### src/rtl/cpu_pkg.sv
// rtl/cpu_pkg.sv - opcodes, FSM state codes, trap codes and ALU functions for stack_cpu_core
package cpu_pkg;

    localparam logic [5:0] OP_NOP   = 6'h00;
    localparam logic [5:0] OP_PUSHI = 6'h01;
    localparam logic [5:0] OP_LOAD  = 6'h02;
    localparam logic [5:0] OP_STORE = 6'h03;
    localparam logic [5:0] OP_ADD   = 6'h04;
    localparam logic [5:0] OP_SUB   = 6'h05;
    localparam logic [5:0] OP_AND   = 6'h06;
    localparam logic [5:0] OP_OR    = 6'h07;
    localparam logic [5:0] OP_XOR   = 6'h08;
    localparam logic [5:0] OP_JMP   = 6'h09;
    localparam logic [5:0] OP_JZ    = 6'h0A;
    localparam logic [5:0] OP_HALT  = 6'h3F;

    localparam logic [3:0] ST_FETCH  = 4'd0;
    localparam logic [3:0] ST_DECODE = 4'd1;
    localparam logic [3:0] ST_POP_B  = 4'd2;
    localparam logic [3:0] ST_POP_A  = 4'd3;
    localparam logic [3:0] ST_EXEC   = 4'd4;
    localparam logic [3:0] ST_PUSH   = 4'd5;
    localparam logic [3:0] ST_LOAD   = 4'd6;
    localparam logic [3:0] ST_STORE  = 4'd7;
    localparam logic [3:0] ST_HALT   = 4'd8;
    localparam logic [3:0] ST_ERROR  = 4'd9;

    localparam logic [1:0] ERR_NONE      = 2'd0;
    localparam logic [1:0] ERR_ILLEGAL   = 2'd1;
    localparam logic [1:0] ERR_OVERFLOW  = 2'd2;
    localparam logic [1:0] ERR_UNDERFLOW = 2'd3;

    // ALU function = opcode - OP_ADD
    localparam logic [2:0] ALU_ADD = 3'd0;
    localparam logic [2:0] ALU_SUB = 3'd1;
    localparam logic [2:0] ALU_AND = 3'd2;
    localparam logic [2:0] ALU_OR  = 3'd3;
    localparam logic [2:0] ALU_XOR = 3'd4;

endpackage

### src/rtl/stack_alu.sv
// rtl/stack_alu.sv - combinational two-operand ALU for stack_cpu_core
module stack_alu
    import cpu_pkg::*;
#(
    parameter int DATA_W = 16
) (
    input  logic [2:0]        i_func,
    input  logic [DATA_W-1:0] i_a,
    input  logic [DATA_W-1:0] i_b,
    output logic [DATA_W-1:0] o_y
);

    always_comb begin
        o_y = '0;
        case (i_func)
            ALU_ADD: o_y = i_a + i_b;
            ALU_SUB: o_y = i_a - i_b;
            ALU_AND: o_y = i_a & i_b;
            ALU_OR:  o_y = i_a | i_b;
            ALU_XOR: o_y = i_a ^ i_b;
            default: o_y = '0;
        endcase
    end

endmodule

### src/rtl/stack_cpu_core.sv
// rtl/stack_cpu_core.sv - multicycle stack-machine core with one shared req/ready memory port
module stack_cpu_core
    import cpu_pkg::*;
#(
    parameter int                DATA_W      = 16,
    parameter int                ADDR_W      = 16,
    parameter logic [ADDR_W-1:0] STACK_TOP   = 'h00FE,
    parameter logic [ADDR_W-1:0] STACK_LIMIT = 'h0080,
    parameter logic [ADDR_W-1:0] ENTRY       = 'h0020
) (
    input  logic              i_clk,
    input  logic              i_rst,
    input  logic              i_mem_ready,
    input  logic [DATA_W-1:0] i_mem_rdata,
    output logic              o_mem_req,
    output logic              o_mem_we,
    output logic [ADDR_W-1:0] o_mem_addr,
    output logic [DATA_W-1:0] o_mem_wdata,
    output logic              o_halted,
    output logic              o_error,
    output logic [1:0]        o_err_code
);

    localparam int                IMM_W    = DATA_W - 6;
    localparam logic [ADDR_W-1:0] SP_EMPTY = STACK_TOP + 1'b1;

    logic [3:0]        r_state;
    logic [ADDR_W-1:0] r_pc;
    logic [ADDR_W-1:0] r_sp;
    logic [DATA_W-1:0] r_ir;
    logic [DATA_W-1:0] r_a;
    logic [DATA_W-1:0] r_b;
    logic [DATA_W-1:0] r_res;
    logic              r_mem_req;
    logic              r_mem_we;
    logic [ADDR_W-1:0] r_mem_addr;
    logic [DATA_W-1:0] r_mem_wdata;
    logic              r_halted;
    logic              r_error;
    logic [1:0]        r_err_code;

    logic [3:0]        w_state_nxt;
    logic [ADDR_W-1:0] w_pc_nxt;
    logic [ADDR_W-1:0] w_sp_nxt;
    logic [DATA_W-1:0] w_ir_nxt;
    logic [DATA_W-1:0] w_a_nxt;
    logic [DATA_W-1:0] w_b_nxt;
    logic [DATA_W-1:0] w_res_nxt;
    logic [1:0]        w_err_nxt;
    logic              w_req_nxt;
    logic              w_we_nxt;
    logic [ADDR_W-1:0] w_addr_nxt;
    logic [DATA_W-1:0] w_wdata_nxt;

    logic              w_done;
    logic [5:0]        w_op;
    logic [IMM_W-1:0]  w_imm;
    logic [ADDR_W-1:0] w_imm_addr;
    logic [DATA_W-1:0] w_imm_data;
    logic [2:0]        w_alu_func;
    logic [DATA_W-1:0] w_alu_y;

    assign w_done     = r_mem_req & i_mem_ready;
    assign w_op       = r_ir[DATA_W-1 -: 6];
    assign w_imm      = r_ir[IMM_W-1:0];
    assign w_imm_addr = ADDR_W'(w_imm);
    assign w_imm_data = DATA_W'(w_imm);
    assign w_alu_func = 3'(w_op - OP_ADD);

    stack_alu #(.DATA_W(DATA_W)) u_alu (
        .i_func (w_alu_func),
        .i_a    (r_a),
        .i_b    (r_b),
        .o_y    (w_alu_y)
    );

    // Stack traps are raised in DECODE so a faulting instruction never touches memory.
    always_comb begin
        w_state_nxt = r_state;
        w_pc_nxt    = r_pc;
        w_sp_nxt    = r_sp;
        w_ir_nxt    = r_ir;
        w_a_nxt     = r_a;
        w_b_nxt     = r_b;
        w_res_nxt   = r_res;
        w_err_nxt   = r_err_code;
        case (r_state)
            ST_FETCH: if (w_done) begin
                w_ir_nxt    = i_mem_rdata;
                w_pc_nxt    = r_pc + 1'b1;
                w_state_nxt = ST_DECODE;
            end
            ST_DECODE: case (w_op)
                OP_NOP: w_state_nxt = ST_FETCH;
                OP_PUSHI, OP_LOAD: begin
                    if (r_sp == STACK_LIMIT) begin
                        w_err_nxt   = ERR_OVERFLOW;
                        w_state_nxt = ST_ERROR;
                    end else begin
                        w_res_nxt   = w_imm_data;
                        w_state_nxt = (w_op == OP_LOAD) ? ST_LOAD : ST_PUSH;
                    end
                end
                OP_STORE, OP_JZ: begin
                    if (r_sp == SP_EMPTY) begin
                        w_err_nxt   = ERR_UNDERFLOW;
                        w_state_nxt = ST_ERROR;
                    end else begin
                        w_state_nxt = ST_POP_A;
                    end
                end
                OP_ADD, OP_SUB, OP_AND, OP_OR, OP_XOR: begin
                    if (r_sp == SP_EMPTY || r_sp == STACK_TOP) begin
                        w_err_nxt   = ERR_UNDERFLOW;
                        w_state_nxt = ST_ERROR;
                    end else begin
                        w_state_nxt = ST_POP_B;
                    end
                end
                OP_JMP: begin
                    w_pc_nxt    = w_imm_addr;
                    w_state_nxt = ST_FETCH;
                end
                OP_HALT: w_state_nxt = ST_HALT;
                default: begin
                    w_err_nxt   = ERR_ILLEGAL;
                    w_state_nxt = ST_ERROR;
                end
            endcase
            ST_POP_B: if (w_done) begin
                w_b_nxt     = i_mem_rdata;
                w_sp_nxt    = r_sp + 1'b1;
                w_state_nxt = ST_POP_A;
            end
            ST_POP_A: if (w_done) begin
                w_a_nxt  = i_mem_rdata;
                w_sp_nxt = r_sp + 1'b1;
                if (w_op == OP_STORE) begin
                    w_state_nxt = ST_STORE;
                end else if (w_op == OP_JZ) begin
                    if (i_mem_rdata == '0) w_pc_nxt = w_imm_addr;
                    w_state_nxt = ST_FETCH;
                end else begin
                    w_state_nxt = ST_EXEC;
                end
            end
            ST_EXEC: begin
                w_res_nxt   = w_alu_y;
                w_state_nxt = ST_PUSH;
            end
            ST_LOAD: if (w_done) begin
                w_res_nxt   = i_mem_rdata;
                w_state_nxt = ST_PUSH;
            end
            ST_PUSH: if (w_done) begin
                w_sp_nxt    = r_sp - 1'b1;
                w_state_nxt = ST_FETCH;
            end
            ST_STORE: if (w_done) w_state_nxt = ST_FETCH;
            default: w_state_nxt = r_state;
        endcase
    end

    // Bus outputs are a registered function of the next state, so they hold while stalled.
    always_comb begin
        w_req_nxt   = 1'b0;
        w_we_nxt    = 1'b0;
        w_addr_nxt  = '0;
        w_wdata_nxt = '0;
        case (w_state_nxt)
            ST_FETCH: begin
                w_req_nxt  = 1'b1;
                w_addr_nxt = w_pc_nxt;
            end
            ST_POP_A, ST_POP_B: begin
                w_req_nxt  = 1'b1;
                w_addr_nxt = w_sp_nxt;
            end
            ST_LOAD: begin
                w_req_nxt  = 1'b1;
                w_addr_nxt = w_imm_addr;
            end
            ST_PUSH: begin
                w_req_nxt   = 1'b1;
                w_we_nxt    = 1'b1;
                w_addr_nxt  = w_sp_nxt - 1'b1;
                w_wdata_nxt = w_res_nxt;
            end
            ST_STORE: begin
                w_req_nxt   = 1'b1;
                w_we_nxt    = 1'b1;
                w_addr_nxt  = w_imm_addr;
                w_wdata_nxt = w_a_nxt;
            end
            default: w_req_nxt = 1'b0;
        endcase
    end

    always_ff @(posedge i_clk or posedge i_rst) begin
        if (i_rst) begin
            r_state     <= ST_FETCH;
            r_pc        <= ENTRY;
            r_sp        <= SP_EMPTY;
            r_ir        <= '0;
            r_a         <= '0;
            r_b         <= '0;
            r_res       <= '0;
            r_mem_req   <= 1'b0;
            r_mem_we    <= 1'b0;
            r_mem_addr  <= '0;
            r_mem_wdata <= '0;
            r_halted    <= 1'b0;
            r_error     <= 1'b0;
            r_err_code  <= ERR_NONE;
        end else begin
            r_state     <= w_state_nxt;
            r_pc        <= w_pc_nxt;
            r_sp        <= w_sp_nxt;
            r_ir        <= w_ir_nxt;
            r_a         <= w_a_nxt;
            r_b         <= w_b_nxt;
            r_res       <= w_res_nxt;
            r_mem_req   <= w_req_nxt;
            r_mem_we    <= w_we_nxt;
            r_mem_addr  <= w_addr_nxt;
            r_mem_wdata <= w_wdata_nxt;
            r_halted    <= (w_state_nxt == ST_HALT);
            r_error     <= (w_state_nxt == ST_ERROR);
            r_err_code  <= w_err_nxt;
        end
    end

    assign o_mem_req   = r_mem_req;
    assign o_mem_we    = r_mem_we;
    assign o_mem_addr  = r_mem_addr;
    assign o_mem_wdata = r_mem_wdata;
    assign o_halted    = r_halted;
    assign o_error     = r_error;
    assign o_err_code  = r_err_code;

endmodule

### config.mk
export PLATFORM = sky130hd
export DESIGN_NAME = stack_cpu_core
export DESIGN_NICKNAME = d
export VERILOG_FILES = /design/src/rtl/cpu_pkg.sv /design/src/rtl/stack_alu.sv /design/src/rtl/stack_cpu_core.sv
export SDC_FILE = /design/constraint.sdc
export NUM_CORES = 1
export LEC_CHECK = 0
export CORE_MARGIN = 2
export CORE_UTILIZATION = 55
export DETAILED_ROUTE_END_ITERATION = 16
export MAX_ROUTING_LAYER = met4
export PLACE_DENSITY = 0.83
export SKIP_LAST_GASP = 1
export SLEW_MARGIN = 10
export SYNTH_ARGS = -nofsm -noshare
export SYNTH_HDL_FRONTEND = slang
export SYNTH_HIERARCHICAL = 1
export SYNTH_SLANG_ARGS = --single-unit
### constraint.sdc
create_clock -name i_clk -period 4.7 [get_ports i_clk]
set_clock_uncertainty 0.2 [all_clocks]
set_input_delay 0.705 -clock i_clk [delete_from_list [all_inputs] [get_ports i_clk]]
set_output_delay 0.705 -clock i_clk [all_outputs]
set_load 0.005 [all_outputs]
==> impl_metrics.py <==
metrics = {
    "run_status": {
        "status": "completed",
    },
    "setup_path": {
        "cp-start-kind": "flop",
        "critPathArrivalTime_ns": 4.44,
        "cp_max_fo": 8,
        "r2r_start": "r_b[4]$_DFFE_PP0P_",
        "slowest_delay_ns": 0.52,
        "ff2ff_path_depth": 15,
        "criticalPathCategory": "reg -> reg",
        "r2r_end": "o_mem_wdata[15]$_DFF_PP0_",
        "reg2reg_setup_slack_ns": 0.37,
        "end_kind": "flop",
        "critPathTopFamily": "compound AO/OA/AOI/OAI gates",
        "cp_cell_sequence": "or3_4 > nand3b_4 > or4_4 > o21ai_1 > xnor2_1 > ha_1 > a21oi_1 > o21ai_0 > o32ai_1 > xnor2_1 > o21ai_1 > a222oi_1 > nor2_1 > a21oi_1 > nor2_1",
        "cp.required_ns": 4.81,
        "crit_path_top_delay_cell": "or4_4",
        "cp.buffers_inverters": 0,
    },
    "worst_hold_path": {
        "whs_path_depth": 1,
        "hold_path.class": "reg -> reg",
        "whs_endpoint": "r_res[6]$_DFF_PP0_",
        "min-delay-start": "r_res[6]$_DFF_PP0_",
    },
    "clock_network": {
        "clkTransAtPathRegs_ns": 0.06,
        "h-tree-depth": 4,
        "clock_path_buffers": 2,
        "clkSinkCount": 138,
        "cts_setup_buffers": 0,
        "cts_tree": "built",
        "cts_root_buffer": "clkbuf_16",
        "cts_buffers": 17,
        "insertion_delay_ns": 0.43,
        "cts_resized": 0,
        "cts_hold_buffers": 0,
    },
    "die": {
        "io_pins": 57,
        "die_w_um": 133,
        "die_area_um2": 17700,
        "die_h_um": 133,
        "core_um2": 16400,
        "rows": 47,
        "initial_core_util_pct": 55.8,
    },
    "pwr": {
        "power_uw": 8660,
        "ir_drop_mv": 0.422,
        "p_per_area_nw_per_um2": 813,
        "p_sw_uw": 4020,
        "p_int_uw": 4640,
        "p_comb_share_pct": 57.8,
        "power_frac_seq_pct": 25.2,
        "p_leak_uw": 0.00465,
        "pwr-share-clk_pct": 17.0,
        "p_sw_share_pct": 46.5,
    },
    "timing": {
        "slew_headroom_pct": 35.3,
        "layout_min_cycle_time_ns": 4.33,
        "tns_ns": 0,
        "slew_viol_final": 0,
        "setup_viol": 0,
        "worst_pin_slew_ns": 0.968,
        "hold_viol": 0,
        "post-route-period-util_pct": 92.1,
        "rsz0062_at_grt": "false",
        "max_freq_mhz": 231,
    },
    "logic_synthesis": {
        "syn-cell-area_um2": 9150,
        "yosysMostFrequentCell": "dfrtp_1",
        "synth_warnings": 6,
        "synth_cell_types": 88,
        "syn_inst": 994,
        "ys_seq_area_share_pct": 37.9,
        "syn_nets": 1067,
        "synth_seq_cells": 138,
        "synth-edff-count": 0,
        "synth_area_leader_cell": "dfrtp_1",
        "avgSynthCellArea_um2": 9.20,
        "synth.area.top_cells": "dfrtp_1 (35%), ha_1 (7.2%), mux2_2 (6.0%)",
        "synthTopCellsByCount": "dfrtp_1 (129), nor2_1 (80), nand2_1 (69), a21oi_1 (67), inv_1 (66)",
        "synth-main-ff-cell": "dfrtp_1",
        "synthArstFlopShare_pct": 100,
        "yosysTopAreaCellShare_pct": 35.3,
    },
    "route": {
        "dr.pass1.iters": 5,
        "vias": 8359,
        "antenna_left": 0,
        "drc": 0,
        "viasPerCell": 6.52,
        "wire_per_inst_um": 20.9,
        "drt-total-wl_um": 26800,
        "drt-initial-drc-count": 1151,
    },
    "placed_design": {
        "dp_hpwl_um": 18600,
        "numPortBuffers": 56,
        "gp_congestion": 0.979,
    },
    "flow_run": {
        "cap_violations": 0,
    },
    "grt": {
        "grt_pass1_wl_um": 42300,
        "grt_pass1_vias": 7668,
        "antenna_found_initial": 0,
        "grt_max_degree": 85,
        "track_usage_pct": 31.6,
        "grt.overflow.total": 0,
    },
    "layout": {
        "area_growth_pct": 16.4,
        "antenna_cells": 0,
        "layout-drive-gt1-share_pct": 13.6,
        "fin_nets": 1122,
    },
}
routing by layer:
metal / wire (µm) / GRT usage [%] / share of wire, %
met5: 0 / - / 0
met4: 620 / 9.26 / 2.3
met3: 2570 / 5.63 / 9.6
met2: 11900 / 45.2 / 44
met1: 11800 / 46.0 / 44
sequential cells by signal, indices dropped and copies added, names as in the netlist:
| register | cells |
|---|---|
| r_pc | 16 |
| r_ir | 16 |
| r_sp | 16 |
| o_error | 1 |
| o_err_code | 2 |
| r_res | 16 |
| o_mem_we | 1 |
| o_mem_addr | 16 |
| o_mem_wdata | 16 |
| o_mem_req | 1 |
| r_a | 16 |
| o_halted | 1 |
| r_b | 16 |
| r_state | 4 |
worst max-delay path by stage:
stage	from	to	slack [ns]	cells after the start
after global placement	i_mem_ready	o_mem_addr[15]$_DFF_PP0_	0.50	11
after global routing	r_ir[11]$_DFFE_PP0P_	o_mem_wdata[13]$_DFF_PP0_	0.12	15
final	r_b[4]$_DFFE_PP0P_	o_mem_wdata[15]$_DFF_PP0_	0.37	15
after CTS	r_ir[11]$_DFFE_PP0P_	o_mem_wdata[13]$_DFF_PP0_	0.44	15
after floorplan	i_rst	o_err_code[0]$_DFFE_PP0P_	0.11	1
after detailed placement	i_mem_ready	o_mem_addr[15]$_DFF_PP0_	0.40	11
stage by stage:
stage	cell area (µm²)	util [%]	hold slack [ns]	std cells	setup WS, ns
6_report	10700	64.9	0.311	1282	0.369
5_1_grt	10700	64.9	0.329	1282	0.119
4_1_cts	10600	64.9	0.319	1282	0.441
3_5_place_dp	10000	61.0	0.295	1250	0.395
3_3_place_gp	10000	61.0	0.293	1250	0.500
2_1_floorplan	9150	-	0.271	994	0.114
power by group through the flow:
stage / clock, µW / sequential, µW / combinational (µW)
global placement: 0 / 2160 / 4710
global route: 1530 / 2240 / 5450
detailed placement: 0 / 2170 / 4770
finish: 1470 / 2180 / 5010
floorplan: 0 / 1960 / 3650
CTS: 1480 / 2160 / 4850
layout by cell type, fill, tap and decap left out, types with 8 or more instances in the layout:
cell             netlist  final
mux2_2                49     49
a221o_1               14     14
nor2_1                80     80
nor2b_1                9      9
buf_4                  0     27
o21ai_0               49     49
ha_1                  53     53
nand4_1               11     11
xnor2_1               33     33
clkdlybuf4s50_1        0     56
a22oi_1               11     11
nand2_1               69     69
nand3_1               24     24
a222oi_1               8      8
inv_1                 66     65
a211oi_1              10     10
nand2b_1              10     10
xor2_1                 9      9
mux2i_1               13     13
a22o_1                10     10
o211ai_1              11     11
and3_1                14     14
a21oi_1               67     67
dfstp_2                9      9
dfrtp_1              129    129
clkbuf_16              0     17
o21ai_1               10     10
nor4_1                15     14
nor3_1                27     27
a31oi_1                8      8
cell type report:
class / count / area, µm²
Inverter: 67 / 256
Sequential cell: 138 / 3460
Fill cell: 1293 / 5750
Timing Repair Buffer: 83 / 763
Clock buffer: 22 / 474
Tap cell: 220 / 275
Clock inverter: 10 / 165
Multi-Input combinational cell: 742 / 5250
logic make-up (layout without fill, tap and decap cells):
| logic type | Yosys count | in the layout | share of synthesized area [%] |
|---|---|---|---|
| buffers and inverters | 114 | 182 | 4.84 |
| and+or+nand+nor | 315 | 315 | 18.2 |
| muxes | 62 | 62 | 7.45 |
| AOI/OAI and AO/OA | 269 | 269 | 20.2 |
| xor gates and xnor gates | 42 | 42 | 4.02 |
| DFF | 138 | 138 | 37.9 |
| adders and majority gates | 54 | 54 | 7.47 |
Note: power is estimated with default switching activity, not from simulation.
